===== config.mk =====
export PLATFORM = sky130hd
export DESIGN_NAME = hazard_scoreboard_flat
export DESIGN_NICKNAME = d
export VERILOG_FILES = /design/src/rtl/hazard_scoreboard_if.sv /design/src/rtl/hazard_scoreboard.sv /design/src/flat_wrapper.sv
export SDC_FILE = /design/constraint.sdc
export NUM_CORES = 1
export LEC_CHECK = 0
export CORE_MARGIN = 2
export CORE_UTILIZATION = 55
export DETAILED_ROUTE_END_ITERATION = 8
export GPL_TIMING_DRIVEN = 0
export PLACE_DENSITY = 0.81
export SETUP_SLACK_MARGIN = 0.2
export SYNTH_ARGS = -nofsm -noshare
export SYNTH_HDL_FRONTEND = slang
export SYNTH_SLANG_ARGS = --single-unit

===== constraint.sdc =====
create_clock -name clk -period 4.6 [get_ports clk]
set_input_delay 0.46 -clock clk [delete_from_list [all_inputs] [get_ports clk]]
set_output_delay 0.46 -clock clk [all_outputs]
set_load 0.02 [all_outputs]

===== src/rtl/hazard_scoreboard_if.sv =====
// Decode/completion bus between the core pipeline and the long-latency hazard scoreboard.
interface hazard_scoreboard_if #(
    parameter int unsigned NREG     = 32,
    parameter int unsigned NRD      = 2,
    parameter int unsigned MAX_PEND = 4
);
    localparam int unsigned AW   = $clog2(NREG);
    localparam int unsigned TAGW = (MAX_PEND > 1) ? $clog2(MAX_PEND) : 1;

    // Decode-side request
    logic [NRD*AW-1:0] rs_d;
    logic [NRD-1:0]    rs_valid_d;
    logic [AW-1:0]     rd_d;
    logic              regwrite_d;
    logic              longop_d;
    logic              advance;
    logic              squash;
    // Long-unit completion
    logic              cmpl_valid;
    logic [TAGW-1:0]   cmpl_tag;
    // Scoreboard responses
    logic [TAGW-1:0]   issue_tag;
    logic              alloc;
    logic [AW-1:0]     cmpl_rd;
    logic              stall_f;
    logic              stall_d;
    logic              flush_e;
    logic [TAGW:0]     pend_cnt;
    logic              err;

    modport slave (
        input  rs_d, rs_valid_d, rd_d, regwrite_d, longop_d, advance, squash,
               cmpl_valid, cmpl_tag,
        output issue_tag, alloc, cmpl_rd, stall_f, stall_d, flush_e, pend_cnt, err
    );

    modport master (
        output rs_d, rs_valid_d, rd_d, regwrite_d, longop_d, advance, squash,
               cmpl_valid, cmpl_tag,
        input  issue_tag, alloc, cmpl_rd, stall_f, stall_d, flush_e, pend_cnt, err
    );
endinterface


===== src/rtl/hazard_scoreboard.sv =====
// Scoreboard hazard unit for variable-latency ops (mul/div, wait-state loads).
// Tracks destination registers of outstanding long ops, stalls Decode on
// RAW/WAW/full, and drops speculative entries on branch squash.
// Optional feature macro: SB_CMPL_BYPASS_EN -- a register whose entry completes
// this cycle is treated as not pending (regfile write-through forwards it).
module hazard_scoreboard #(
    parameter int unsigned NREG       = 32,
    parameter int unsigned NRD        = 2,
    parameter int unsigned MAX_PEND   = 4,
    parameter int unsigned SPEC_DEPTH = 2
) (
    input  logic               clk,
    input  logic               reset,
    hazard_scoreboard_if.slave sb
);
    localparam int unsigned AW   = $clog2(NREG);
    localparam int unsigned TAGW = (MAX_PEND > 1) ? $clog2(MAX_PEND) : 1;
    localparam int unsigned AGEW = (SPEC_DEPTH > 0) ? $clog2(SPEC_DEPTH + 1) : 1;
    localparam int unsigned CW   = TAGW + 1;

    logic [MAX_PEND-1:0] r_valid;
    logic [AW-1:0]       r_rd  [MAX_PEND];
    logic [AGEW-1:0]     r_age [MAX_PEND];
    logic [CW-1:0]       r_cnt;
    logic                r_err;

    logic [MAX_PEND-1:0] w_cmpl_mask;
    logic [MAX_PEND-1:0] w_busy;
    logic [MAX_PEND-1:0] w_kill;
    logic [AW-1:0]       w_cmpl_rd;
    logic [TAGW-1:0]     w_free_tag;
    logic                w_free_found;
    logic                w_raw;
    logic                w_waw;
    logic                w_full;
    logic                w_stall;
    logic                w_alloc;
    logic [CW-1:0]       w_nkill;

    // Completion lookup, hazard detection, allocation and free accounting
    always_comb begin
        w_cmpl_mask  = '0;
        w_cmpl_rd    = '0;
        w_busy       = '0;
        w_kill       = '0;
        w_free_tag   = '0;
        w_free_found = 1'b0;
        w_raw        = 1'b0;
        w_waw        = 1'b0;
        w_nkill      = '0;

        for (int i = 0; i < int'(MAX_PEND); i++) begin
            if (sb.cmpl_valid && sb.cmpl_tag == TAGW'(i) && r_valid[i]) begin
                w_cmpl_mask[i] = 1'b1;
                w_cmpl_rd      = r_rd[i];
            end
        end

`ifdef SB_CMPL_BYPASS_EN
        w_busy = r_valid & ~w_cmpl_mask;
`else
        w_busy = r_valid;
`endif

        for (int i = 0; i < int'(MAX_PEND); i++) begin
            if (w_busy[i] && r_rd[i] != '0) begin
                for (int j = 0; j < int'(NRD); j++) begin
                    if (sb.rs_valid_d[j] && sb.rs_d[j*AW +: AW] == r_rd[i]) begin
                        w_raw = 1'b1;
                    end
                end
                if (sb.regwrite_d && sb.rd_d == r_rd[i]) begin
                    w_waw = 1'b1;
                end
            end
        end

        // Lowest free slot of the pre-cycle mask; a slot freed this cycle is still valid here
        for (int i = 0; i < int'(MAX_PEND); i++) begin
            if (!r_valid[i] && !w_free_found) begin
                w_free_tag   = TAGW'(i);
                w_free_found = 1'b1;
            end
        end

        w_full  = (r_cnt == CW'(MAX_PEND));
        w_stall = w_raw | w_waw | (sb.longop_d & w_full);
        w_alloc = sb.longop_d & sb.regwrite_d & (sb.rd_d != '0) & sb.advance &
                  ~w_stall & ~sb.squash & w_free_found;

        // Entries leaving this cycle: completion and/or squash of young entries, counted once
        for (int i = 0; i < int'(MAX_PEND); i++) begin
            w_kill[i] = w_cmpl_mask[i] |
                        (sb.squash & r_valid[i] & (r_age[i] < AGEW'(SPEC_DEPTH)));
            w_nkill   = w_nkill + CW'(w_kill[i]);
        end
    end

    // Entry state, outstanding count and sticky error
    always_ff @(posedge clk) begin
        if (reset) begin
            r_valid <= '0;
            r_cnt   <= '0;
            r_err   <= 1'b0;
            for (int i = 0; i < int'(MAX_PEND); i++) begin
                r_rd[i]  <= '0;
                r_age[i] <= '0;
            end
        end else begin
            for (int i = 0; i < int'(MAX_PEND); i++) begin
                if (w_kill[i]) begin
                    r_valid[i] <= 1'b0;
                end
                if (sb.advance && r_valid[i] && r_age[i] < AGEW'(SPEC_DEPTH)) begin
                    r_age[i] <= r_age[i] + AGEW'(1);
                end
                if (w_alloc && w_free_tag == TAGW'(i)) begin
                    r_valid[i] <= 1'b1;
                    r_rd[i]    <= sb.rd_d;
                    r_age[i]   <= '0;
                end
            end
            r_cnt <= r_cnt + CW'(w_alloc) - w_nkill;
            if (sb.cmpl_valid && w_cmpl_mask == '0) begin
                r_err <= 1'b1;
            end
        end
    end

    assign sb.issue_tag = w_free_tag;
    assign sb.alloc     = w_alloc;
    assign sb.cmpl_rd   = w_cmpl_rd;
    assign sb.stall_f   = w_stall;
    assign sb.stall_d   = w_stall;
    assign sb.flush_e   = w_stall;
    assign sb.pend_cnt  = r_cnt;
    assign sb.err       = r_err;

endmodule

===== src/flat_wrapper.sv =====
// flat-port wrapper written by rule: the top's interface ports become plain ports
module hazard_scoreboard_flat 
#(
    parameter int unsigned NREG       = 32,
    parameter int unsigned NRD        = 2,
    parameter int unsigned MAX_PEND   = 4,
    parameter int unsigned SPEC_DEPTH = 2
)
  (clk, reset, sb_rs_d, sb_rs_valid_d, sb_rd_d, sb_regwrite_d, sb_longop_d, sb_advance, sb_squash, sb_cmpl_valid, sb_cmpl_tag, sb_issue_tag, sb_alloc, sb_cmpl_rd, sb_stall_f, sb_stall_d, sb_flush_e, sb_pend_cnt, sb_err);
  hazard_scoreboard_if #(.NREG(NREG), .NRD(NRD), .MAX_PEND(MAX_PEND)) sb_i ();
  input  logic clk;
  input  logic reset;
  input wire logic [$bits(sb_i.rs_d)-1:0] sb_rs_d;
  input wire logic [$bits(sb_i.rs_valid_d)-1:0] sb_rs_valid_d;
  input wire logic [$bits(sb_i.rd_d)-1:0] sb_rd_d;
  input wire logic [$bits(sb_i.regwrite_d)-1:0] sb_regwrite_d;
  input wire logic [$bits(sb_i.longop_d)-1:0] sb_longop_d;
  input wire logic [$bits(sb_i.advance)-1:0] sb_advance;
  input wire logic [$bits(sb_i.squash)-1:0] sb_squash;
  input wire logic [$bits(sb_i.cmpl_valid)-1:0] sb_cmpl_valid;
  input wire logic [$bits(sb_i.cmpl_tag)-1:0] sb_cmpl_tag;
  output wire logic [$bits(sb_i.issue_tag)-1:0] sb_issue_tag;
  output wire logic [$bits(sb_i.alloc)-1:0] sb_alloc;
  output wire logic [$bits(sb_i.cmpl_rd)-1:0] sb_cmpl_rd;
  output wire logic [$bits(sb_i.stall_f)-1:0] sb_stall_f;
  output wire logic [$bits(sb_i.stall_d)-1:0] sb_stall_d;
  output wire logic [$bits(sb_i.flush_e)-1:0] sb_flush_e;
  output wire logic [$bits(sb_i.pend_cnt)-1:0] sb_pend_cnt;
  output wire logic [$bits(sb_i.err)-1:0] sb_err;
  assign sb_i.rs_d = sb_rs_d;
  assign sb_i.rs_valid_d = sb_rs_valid_d;
  assign sb_i.rd_d = sb_rd_d;
  assign sb_i.regwrite_d = sb_regwrite_d;
  assign sb_i.longop_d = sb_longop_d;
  assign sb_i.advance = sb_advance;
  assign sb_i.squash = sb_squash;
  assign sb_i.cmpl_valid = sb_cmpl_valid;
  assign sb_i.cmpl_tag = sb_cmpl_tag;
  assign sb_issue_tag = sb_i.issue_tag;
  assign sb_alloc = sb_i.alloc;
  assign sb_cmpl_rd = sb_i.cmpl_rd;
  assign sb_stall_f = sb_i.stall_f;
  assign sb_stall_d = sb_i.stall_d;
  assign sb_flush_e = sb_i.flush_e;
  assign sb_pend_cnt = sb_i.pend_cnt;
  assign sb_err = sb_i.err;
  hazard_scoreboard #(.NREG(NREG), .NRD(NRD), .MAX_PEND(MAX_PEND), .SPEC_DEPTH(SPEC_DEPTH)) u_core (.clk(clk), .reset(reset), .sb(sb_i));
endmodule

-- After elaboration in Yosys (flattened, before gate mapping)
Memories as Yosys holds them, arrays and structs flattened.
Cells that the tools add are included.
- memories: 2
- output and inout bits: 15
- memory bits (writable): 28
- input port bits: 26
- logic and storage cells: 213
- bits in registers: 8
- order comparisons: 4
- equal/unequal tests: 19
- mux-type cells: 81
- bitwise operators: 35
- add/subtract/negate cells: 9
- reductions and logical operators: 57
- memories (name ; words ; bits a word ; rd ports ; clocked after Yosys merged registers in ; wr ports ; RTL line ; source):
    u_core.r_rd ; 4 ; 5 ; 4 ; 0 ; 4 ; hazard_scoreboard.sv:22 ; logic [AW-1:0] r_rd [MAX_PEND];
    u_core.r_age ; 4 ; 2 ; 4 ; 0 ; 4 ; hazard_scoreboard.sv:23 ; logic [AGEW-1:0] r_age [MAX_PEND];
- operator list (cell ; count):
    two-way mux 1 bit ; 63
    == test 5 bit ; 12
    logical AND 1 bit ; 40
    two-way mux 5 bit ; 8
    nonzero test 5 bit ; 5
    two-way mux 2 bit ; 10
    OR 1 bit ; 18
    AND 1 bit ; 15
    adder 3 x 1 -> 3 bit ; 3
    adder 2 x 1 -> 2 bit, second input constant ; 4
    == test 2 bit, second input constant ; 4
    < comparator 2 bit, second input constant ; 4
    nonzero test 2 bit ; 4
    zero test 1 bit ; 5
    == test 2 x 1 -> 1 bit, second input constant ; 2
    zero test 2 bit ; 2
    zero test 4 bit ; 1
    == test 3 bit, second input constant ; 1
    subtractor 3 bit ; 1
    adder 1 x 1 -> 2 bit ; 1
    NOT 1 bit ; 2

-- Longest topological paths before layout
Gate-level depths: netlist (run 1).
An unclocked memory read counts as a cell.
- depth in word-level cells: 26
- depth in mapped cells: 12

-- Worst setup path before layout (run 1)
No wires, ideal clock.
- kind: register to register
- start point: register u_core.r_valid[0]
- end point: register u_core.r_cnt[2], in the netlist u_core.sb.pend_cnt[2]
- stages on the path, launching flop included: 13
- setup slack: 1.391 ns
- library setup time: 0.128 ns
- buffers on the path: 2
- data arrival time: 3.081 ns
- clock period less this slack: 3.209 ns
- cells stage by stage: dfxtp_1 clkbuf_1 nor4bb_1 clkbuf_1 a21o_1 fa_1 fa_1 fa_1 inv_1 ha_1 xnor2_1 xnor2_1 nor2_1
- word-level cells in the longest chain between the ends: 19
- elaborated cells between the ends (all ways): 43
- ends and longest elaborated chain (element ; RTL line ; source):
    start, declared ; hazard_scoreboard.sv:21 ; logic [MAX_PEND-1:0] r_valid;
    start signal, assigned ; hazard_scoreboard.sv:102 ; r_valid <= '0;
    start signal, assigned by index ; hazard_scoreboard.sv:112 ; r_valid[i] <= 1'b0;
    start signal, assigned by index ; hazard_scoreboard.sv:118 ; r_valid[i] <= 1'b1;
    logical AND 1 bit ; hazard_scoreboard.sv:66 ; if (w_busy[i] && r_rd[i] != '0) begin
    two-way mux 1 bit ; hazard_scoreboard.sv:66 ;
    two-way mux 1 bit (2 in series) ; hazard_scoreboard.sv:68 ; if (sb.rs_valid_d[j] && sb.rs_d[j*AW +: AW] == r_rd[i]) begin
    two-way mux 1 bit ; hazard_scoreboard.sv:66 ;
    two-way mux 1 bit (2 in series) ; hazard_scoreboard.sv:68 ;
    two-way mux 1 bit ; hazard_scoreboard.sv:66 ;
    two-way mux 1 bit (2 in series) ; hazard_scoreboard.sv:68 ;
    two-way mux 1 bit ; hazard_scoreboard.sv:66 ;
    OR 1 bit (2 in series) ; hazard_scoreboard.sv:87 ; w_stall = w_raw | w_waw | (sb.longop_d & w_full);
    NOT 1 bit ; hazard_scoreboard.sv:89 ; ~w_stall & ~sb.squash & w_free_found;
    AND 1 bit ; hazard_scoreboard.sv:88 ; w_alloc = sb.longop_d & sb.regwrite_d & (sb.rd_d != '0) & sb.advance &
    AND 1 bit (2 in series) ; hazard_scoreboard.sv:89 ;
    adder 3 x 1 -> 3 bit ; hazard_scoreboard.sv:123 ; r_cnt <= r_cnt + CW'(w_alloc) - w_nkill;
    subtractor 3 bit * ; hazard_scoreboard.sv:123 ;
    end signal, assigned ; hazard_scoreboard.sv:123 ;
    end, declared ; hazard_scoreboard.sv:24 ; logic [CW-1:0] r_cnt;
Mark *: on every way between the ends. The rest lies on a longest branch, timed or not.
A chain may end at the register's enable or synchronous reset.

==> out/summary.txt, run 1 <==
number of synthesized flops with an enable pin: 28
total core area: 4817 µm²
largest cells by area after synthesis: edfxtp_1, xor2_1, xnor2_1
Avg WL per Cell: 19.30 µm
Ys Warns: 0
Post-DP HPWL: 5603 µm
max-slew violations: 0
post-cts repair resize count: 0
fraction of registers with async set/reset: 0%
chip height: 75.15 µm
Post-Synthesis Cells: 278
number of global-route vias before repair: 2248
worst hold path class: register to register
non-filler cells in the finished layout: 388
Mean Syn Cell Area: 10.01 µm²
diode count: 0
startpoint types: register
post-CTS setup buffer count: 0
leak pwr: 1.258 nW
Initial Util: 57.79%
largest area contributor in the netlist: edfxtp_1
FMAX: 253.9 MHz
GRT Util Overall: 28.68%
Worst setup EP type: primary output
vias per inst: 6.196
Synth Net Count: 312
CP required: 4.14 ns
FILL cells: 398
largest net degree at the start of global routing: 12
first-pass GRT wire length: 11780 µm
commonest non-fill, non-tap cells in the layout: xor2_1, clkdlybuf4s50_1, edfxtp_1
Longest Clk Path Bufs: 2
final hold vios: 0
Yosys cell types: 52
skew final: 0.009208 ns
I/O pin total: 41
Root Driver: clkbuf_8
commonest non-fill, non-tap cell in the layout: xor2_1
cts hold-fix bufs: 0
Seq/Total Area, Yosys: 35.96%
drt total wl: 7487 µm
via count: 2404
cts bufs inserted: 5
share of cells above drive strength 1: 7.165%
clk_lat worst skew: 0.30 ns
number of H-tree levels: 2
initial antenna violation count: 0
Slew HR: 43.49%
Layout area overhead: 19.42%
RSZ-0062 raised after global routing: false
Final period util: 85.61%
Max Cap Viol: 0
Worst Tran Pin Value: 0.8412 ns
Yosys top cell area share: 30.20%
initial DRC count: 301
Die Area: 5647 µm²
data arrival time of the critical path: 3.48 ns
Reg clk slew, reported paths: 0.07 ns
Cell Count Post-Placement: 380
CTS tree: built
row cnt: 25
clk sinks: 36
GP Congestion: 0.9498
PortBufs: 35
setup_tns: 0 ns
total grt overflow: 0
die width: 75.15 µm
main flop type after synthesis: edfxtp_1
Final min period: 3.938 ns
final net count: 354
DRC violations left: 0
run status: finished, final reports clean
crit path max fanout: 10
WS Path Type: register to primary output
Mapped Area: 2784 µm²
Routed Antenna Nets: 0
power per cell area: 233.5 nW/µm²
Setup-failing EPs final: 0
peak supply drop: 159.7 µV
Yosys reg bits: 36
Pre-Repair DR Iteration Count: 6
## routing by layer
layer / vias to the layer above / track usage (%) / wire, µm / share of wire (%)
met2: 160 / 44.64 / 3446 / 46
li1: 1124 / - / - / -
met4: 0 / 10.14 / 203 / 2.7
met5: - / 0 / 0 / 0
met3: 21 / 5.622 / 699 / 9.3
met1: 1099 / 40.14 / 3138 / 42
## critical path, stage by stage, from the launching register on
cell and delay [ns]:
edfxtp_1 0.51, or4_1 0.56, o21a_1 0.22, a21oi_1 0.57, nand4_2 0.38, a41oi_1 0.29
clkdlybuf4s50_1 0.64
## final cells by class
type / instances / area (µm²) / area share (%)
repair buffers: 35 / 350.3 / 10.54
clock inverters: 3 / 37.54 / 1.129
inverters: 7 / 26.28 / 0.7904
flip-flops and latches: 36 / 1001 / 30.11
multi-input cells: 217 / 1663 / 50.02
plain buffers: 18 / 93.84 / 2.823
clock buffers: 5 / 68.82 / 2.070
well taps: 67 / 83.83 / 2.522
## logic make-up after synthesis
family	Yosys count	share of synthesized area, %
AO/OA/AOI/OAI	44	12.54
XOR/XNOR	63	19.82
adder cells (fa/ha/maj)	8	4.405
buffers and inverters	25	4.314
flip-flops	36	35.96
AND/OR/NAND/NOR	102	22.97
## per-stage QoR
stage | power (mW) | instance area (µm²) | hold slack (ns) | utilization, % | worst slack, ns
after floorplan | 0.4536 | 2784 | 0.5189 | - | 1.391
after global placement | 0.5059 | 3218 | 0.4525 | 66.81 | 0.5932
after detailed placement | 0.5085 | 3218 | 0.4596 | 66.81 | 0.5232
after CTS | 0.7760 | 3324 | 0.4794 | 69.01 | 0.7228
after global routing | 0.8025 | 3324 | 0.5242 | 69.01 | 0.5240
final | 0.7763 | 3324 | 0.4777 | 69.01 | 0.6618
## cells in the mapped netlist, types with 4 or more instances
cell type  instances
xor2_1            37
edfxtp_1          28
xnor2_1           26
nand2_1           16
nor2_1            15
clkbuf_1          14
nor4_1            10
a21oi_1            8
and3_1             8
dfxtp_1            8
and4_1             7
inv_1              7
nor2b_1            6
and4_2             5
ha_1               5
nor3_1             5
nor3b_1            5
o21ai_0            5
or4_1              5
nand4_1            4
## registers in the layout, indices dropped and copies added (netlist names)
name,flops
u_core.r_rd,20
u_core.sb.err,1
u_core.r_valid,4
u_core.sb.pend_cnt,3
u_core.r_age,8
## worst paths after layout
path | to | depth (start not counted) | slack, ns | from
worst max-delay path | sb_alloc | 6 | 0.66 | u_core.r_rd[0][2]
worst min-delay path | u_core.sb.err | 2 | 0.48 | u_core.sb.err
worst max register to register | u_core.sb.pend_cnt[2] | 12 | 0.89 | u_core.r_valid[0]
worst min register to register | u_core.sb.err | 2 | 0.48 | u_core.sb.err
## power by group
| group | switching, mW | internal, mW | total (mW) |
|---|---|---|---|
| logic | 0.0659 | 0.0584 | 0.124 |
| clock network | 0.115 | 0.158 | 0.273 |
| registers | 0.0172 | 0.362 | 0.379 |
No activity file was read; power rests on OpenSTA's default activity.
==> run 2: changes to the inputs <==
CORE_UTILIZATION = 50   (was 55)
PLACE_DENSITY = 0.74   (was 0.81)
==> out/summary.txt, run 2 (synthesis results as in run 1) <==
top flop regs: u_core.r_rd: 20 flops, u_core.r_age: 8 flops, u_core.r_valid: 4 flops (unchanged)
hold depth: 2 (unchanged)
initial DRC count: 200 (was 301)
diode count: 0 (unchanged)
Reg clk slew, reported paths: 0.07 ns (about the same)
die width: 78.62 µm (was 75.15 µm)
CTS tree: built (unchanged)
Final period util: 84.48% (was 85.61%)
FILL cells: 456 (was 398)
DRC violations left: 0 (unchanged)
initial antenna violation count: 0 (unchanged)
GRT Util Overall: 24.91% (was 28.68%)
total grt overflow: 0 (unchanged)
power per cell area: 216.0 nW/µm² (was 233.5 nW/µm²)
WS Path Type: register to primary output (unchanged)
Final min period: 3.886 ns (was 3.938 ns)
Worst setup EP type: primary output (unchanged)
RSZ-0062 raised after global routing: false (unchanged)
setup slack after layout: 0.7139 ns (was 0.6618 ns)
Design Area, Final: 3304 µm² (was 3324 µm²)
Worst Hold Path EP: u_core.sb.err (unchanged)
cells along the critical path: or4_1 -> o21ai_1 -> nor4_1 -> o41ai_4 -> nand4_2 -> a41oi_1 -> clkdlybuf4s50_1 (was or4_1 -> o21a_1 -> a21oi_1 -> nand4_2 -> a41oi_1 -> clkdlybuf4s50_1)
switching fraction of total power: 26.34% (was 25.52%)
run status: finished, final reports clean (unchanged)
Cell Count Post-Placement: 385 (was 380)
placed inst area: 3224 µm² (was 3218 µm²)
Buf/Inv on CP: 1 (unchanged)
number of global-route vias before repair: 2287 (was 2248)
data arrival time of the critical path: 3.43 ns (was 3.48 ns)
I/O pin total: 41 (unchanged)
Slew HR: 41.42% (was 43.49%)
final net count: 354 (unchanged)
total chip power: 713.7 µW (was 776.3 µW)
Post-DP HPWL: 5678 µm (was 5603 µm)
vias per inst: 6.140 (was 6.196)
post-cts repair resize count: 0 (unchanged)
Longest Clk Path Bufs: 2 (unchanged)
GP Congestion: 0.9291 (was 0.9498)
Largest register FFs: 20 (unchanged)
peak supply drop: 146.5 µV (was 159.7 µV)
switching power: 188.0 µW (was 198.1 µW)
crit path max fanout: 10 (unchanged)
cts hold-fix bufs: 0 (unchanged)
largest net degree at the start of global routing: 11 (was 12)
startpoint types: register (unchanged)
chip height: 78.62 µm (was 75.15 µm)
Avg WL per Cell: 18.87 µm (was 19.30 µm)
max-slew violations: 0 (unchanged)
setup_tns: 0 ns (unchanged)
commonest non-fill, non-tap cell in the layout: xor2_1 (unchanged)
total core area: 5439 µm² (was 4817 µm²)
reg2reg path depth: 11 (was 12)
Routed Antenna Nets: 0 (unchanged)
Max Cap Viol: 0 (unchanged)
clk sinks: 36 (unchanged)
share of cells above drive strength 1: 6.854% (was 7.165%)
leak pwr: 1.245 nW (was 1.258 nW)
reg-to-reg startpoint: u_core.r_valid[1] (was u_core.r_valid[0])
worst hold path class: register to register (unchanged)
row cnt: 27 (was 25)
largest reg by FF count: u_core.r_rd (unchanged)
clk_lat worst skew: 0.29 ns (was 0.30 ns)
Initial Util: 51.18% (was 57.79%)
Die Area: 6180 µm² (was 5647 µm²)
commonest non-fill, non-tap cells in the layout: xor2_1, clkdlybuf4s50_1, edfxtp_1 (unchanged)
Root Driver: clkbuf_8 (unchanged)
cell family with most CP delay: simple AND/OR/NAND/NOR gates (was compound AO/OA/AOI/OAI gates)
drt total wl: 7415 µm (was 7487 µm)
FMAX: 257.3 MHz (was 253.9 MHz)
skew final: 0.006049 ns (was 0.009208 ns)
Int Power: 525.7 µW (was 578.2 µW)
first-pass GRT wire length: 11670 µm (was 11780 µm)
Pre-Repair DR Iteration Count: 5 (was 6)
clock share of power: 29.5% (was 35.1%)
CP required: 4.14 ns (about the same)
Worst Tran Pin Value: 0.8721 ns (was 0.8412 ns)
hold wc startpoint: u_core.sb.err (unchanged)
post-CTS setup buffer count: 0 (unchanged)
reg2reg setup slack: 0.93 ns (was 0.89 ns)
via count: 2413 (was 2404)
sequential share of power: 53.2% (was 48.8%)
Worst R2R End: u_core.sb.pend_cnt[2] (unchanged)
Layout area overhead: 18.70% (was 19.42%)
cts bufs inserted: 5 (unchanged)
Setup-failing EPs final: 0 (unchanged)
Logic pwr share: 17.4% (was 16.0%)
slowest stage delay, CP: 0.66 ns (was 0.64 ns)
number of H-tree levels: 2 (unchanged)
pre-CTS setup slack: 0.5523 ns (was 0.5232 ns)
PortBufs: 35 (unchanged)
final hold vios: 0 (unchanged)
Crit-path slowest cell: clkdlybuf4s50_1 (unchanged)
non-filler cells in the finished layout: 393 (was 388)
-- run 2: changes by cell type in the layout (fill, tap and decap cells not counted) --
| cell | change |
|---|---|
| bufinv_16 | -1 |
| clkbuf_1 | +2 |
| clkinv_1 | -1 |
-- run 2: through the flow --
| step | hold slack, ns | utilization (%) |
|---|---|---|
| after floorplan | 0.5189 | - |
| after global placement | 0.4590 | 59.28 |
| after detailed placement | 0.4759 | 59.28 |
| after CTS | 0.4911 | 60.75 |
| after global routing | 0.5396 | 60.75 |
| final | 0.4924 | 60.75 |
-- run 2: final cells by class --
type	count	area (µm²)	share of cell area [%]
clock buffer	7	76.32	2.310
multi-input combinational	217	1663	50.32
buffer	18	93.84	2.840
sequential	36	1001	30.29
timing repair buffer	35	350.3	10.60
tap	72	90.09	2.726
clock inverter	1	3.754	0.1136
inverter	7	26.28	0.7952
-- run 2: per-layer routing --
layer	vias up	GRT usage, %	wire, µm
met4	0	10.88	156
li1	1123	-	-
met1	1162	32.55	3108
met5	-	0	0
met3	15	4.483	576
met2	113	40.34	3574
-- run 2: worst max path at each step --
stage                                  from  slack, ns               endpoint  cells past startpoint
after detailed placement      sb_cmpl_valid       0.55  u_core.sb.pend_cnt[2]                     12
after global placement        sb_cmpl_valid       0.56  u_core.sb.pend_cnt[2]                     12
final                     u_core.r_rd[3][1]       0.71               sb_alloc                      7
after global routing      u_core.r_rd[3][1]       0.55               sb_alloc                      7
after CTS                 u_core.r_rd[3][1]       0.73               sb_alloc                      7
after floorplan           u_core.r_valid[0]       1.39  u_core.sb.pend_cnt[2]                     12
-- run 2: power by group through the flow --
| stage | clock (mW) | sequential, mW | combinational, mW |
|---|---|---|---|
| 6_report | 0.210 | 0.379 | 0.124 |
| 5_1_grt | 0.225 | 0.381 | 0.135 |
| 4_1_cts | 0.211 | 0.379 | 0.124 |
| 3_5_place_dp | 0 | 0.386 | 0.123 |
| 3_3_place_gp | 0 | 0.385 | 0.121 |
| 2_1_floorplan | 0 | 0.382 | 0.0713 |
-- run 2: worst min-delay path, stage by stage (launching register included) --
cell     delay [ns]
dfxtp_1        0.34
a21oi_1        0.05
nor2_1         0.07
==> run 3: changes to the inputs <==
PLACE_DENSITY = 0.77   (was 0.74)
clock period = 3.41 ns   (was 4.6 ns; I/O delays follow)
==> out/summary.txt, run 3 (synthesis results as in run 1) <==
run status: finished, final reports clean (unchanged)
DRC violations left: 0 (unchanged)
cts bufs inserted: 5 (unchanged)
largest reg by FF count: u_core.r_rd (unchanged)
Final period util: 91.59%
total core area: 5439 µm² (unchanged)
skew final: 0.01024 ns (was 0.006049 ns)
clk_lat worst skew: 0.29 ns (about the same)
cell family with most CP delay: adder cells (was simple AND/OR/NAND/NOR gates)
PortBufs: 35 (unchanged)
clk sinks: 36 (unchanged)
first-pass GRT wire length: 12580 µm (was 11670 µm)
I/O pin total: 41 (unchanged)
Root Driver: clkbuf_8 (unchanged)
drt total wl: 8100 µm (was 7415 µm)
WS Path Type: register to register (was register to primary output)
Initial Util: 51.18% (unchanged)
Longest Clk Path Bufs: 2 (unchanged)
setup_tns: 0 ns (unchanged)
die width: 78.62 µm (unchanged)
cts hold-fix bufs: 0 (unchanged)
slowest stage delay, CP: 0.51 ns (was 0.66 ns)
RSZ-0062 raised after global routing: false (unchanged)
Final min period: 3.123 ns
final hold vios: 0 (unchanged)
Die Area: 6180 µm² (unchanged)
Avg WL per Cell: 19.24 µm (was 18.87 µm)
Slew HR: 52.62% (was 41.42%)
initial antenna violation count: 0 (unchanged)
largest net degree at the start of global routing: 11 (unchanged)
Pre-Repair DR Iteration Count: 5 (unchanged)
Crit-path slowest cell: fa_1 (was clkdlybuf4s50_1)
final net count: 382 (was 354)
CP required: 3.58 ns (was 4.14 ns)
total chip power: 985.4 µW (was 713.7 µW)
placed inst area: 3224 µm² (unchanged)
number of H-tree levels: 2 (unchanged)
share of cells above drive strength 1: 20.63% (was 6.854%)
Post-DP HPWL: 5532 µm (was 5678 µm)
commonest non-fill, non-tap cells in the layout: xor2_1, buf_4, edfxtp_1 (was xor2_1, clkdlybuf4s50_1, edfxtp_1)
Worst setup EP type: register (was primary output)
commonest non-fill, non-tap cell in the layout: xor2_1 (unchanged)
power per cell area: 273.5 nW/µm² (was 216.0 nW/µm²)
max-slew violations: 0 (unchanged)
vias per inst: 6.147 (was 6.140)
top flop regs: u_core.r_rd: 20 flops, u_core.r_age: 8 flops, u_core.r_valid: 4 flops (unchanged)
CTS tree: built (unchanged)
total grt overflow: 0 (unchanged)
Worst Tran Pin Value: 0.7032 ns (was 0.8721 ns)
crit-path most repeated cell: fa_1
peak supply drop: 251.1 µV (was 146.5 µV)
Layout area overhead: 29.44% (was 18.70%)
Routed Antenna Nets: 0 (unchanged)
leak pwr: 1.459 nW (was 1.245 nW)
number of global-route vias before repair: 2493 (was 2287)
via count: 2588 (was 2413)
worst hold path class: register to register (unchanged)
GP Congestion: 0.9115 (was 0.9291)
chip height: 78.62 µm (unchanged)
startpoint types: register (unchanged)
worst hold slack: 0.4925 ns (was 0.4924 ns)
Setup-failing EPs final: 0 (unchanged)
data arrival time of the critical path: 3.29 ns (was 3.43 ns)
Largest register FFs: 20 (unchanged)
Design Area, Final: 3603 µm² (was 3304 µm²)
cells along the critical path: clkbuf_8 -> nor4bb_4 -> buf_4 -> a21o_1 -> fa_1 -> fa_2 -> fa_1 -> inv_1 -> ha_1 -> xnor2_2 -> xnor2_1 -> nor2_1 (was or4_1 -> o21ai_1 -> nor4_1 -> o41ai_4 -> nand4_2 -> a41oi_1 -> clkdlybuf4s50_1)
initial DRC count: 287 (was 200)
row cnt: 27 (unchanged)
Buf/Inv on CP: 3 (was 1)
Max Cap Viol: 0 (unchanged)
Reg clk slew, reported paths: 0.07 ns (about the same)
FMAX: 320.2 MHz
GRT Util Overall: 26.83% (was 24.91%)
crit path max fanout: 10 (unchanged)
diode count: 0 (unchanged)
## run 3: cell types whose count changed in the layout (fill, tap and decap cells not counted), sizes merged
cell and change:
dlymetal6s2s +3, dlygate4sd2 +3, buf +29, clkbuf +3
clkdlybuf4s50 -10
## run 3: worst paths after layout
check / endpoint / depth (start not counted) / start / slack, ns
worst max-delay path: u_core.sb.pend_cnt[2] / 12 / u_core.r_valid[0] / 0.29
worst min-delay path: u_core.sb.err / 2 / u_core.sb.err / 0.49
worst min register to register: u_core.sb.err / 2 / u_core.sb.err / 0.49
worst max register to register: u_core.sb.pend_cnt[2] / 12 / u_core.r_valid[0] / 0.29
## run 3: metal layers
metal  global-route usage [%]  part of all wire (%)
met3                    6.782                   8.3
met5                        0                     0
met1                    33.70                    41
met2                    43.50                    48
met4                    11.93                   2.9
## run 3: final cells by class
class,count,area [µm²]
Fill cell,410,1836
Multi-Input combinational cell,217,1750
Sequential cell,36,1003
Timing Repair Buffer,63,544.3
Buffer,18,108.9
Tap cell,72,90.09
Clock buffer,7,76.32
Inverter,7,26.28
Clock inverter,1,3.754
## run 3: repair_timing
action                     4_1_cts  5_1_grt
resized for setup               21       24
setup endpoints to repair       21       10
pin swaps                        5        6
buffers inserted                19        9
## run 3: report_power, final
part | leakage, nW | switching [mW] | internal [mW]
clock | 0.0399 | 0.139 | 0.142
sequential | 0.355 | 0.0133 | 0.488
combinational | 1.06 | 0.111 | 0.0913
total | 1.46 | 0.264 | 0.721
## run 3: worst min-delay path, stage by stage, from the launching register on
cell and delay (ns):
dfxtp_1 0.34, a21oi_1 0.04, nor2_1 0.07
## run 3: per-stage QoR
| stage | std cells | worst slack (ns) | util, % |
|---|---|---|---|
| after floorplan | 278 | 0.2009 | - |
| after global placement | 385 | -0.4937 | 59.28 |
| after detailed placement | 385 | -0.5492 | 59.28 |
| after CTS | 412 | 0.2065 | 64.30 |
| after global routing | 421 | 0.2100 | 66.25 |
| final | 421 | 0.2868 | 66.25 |
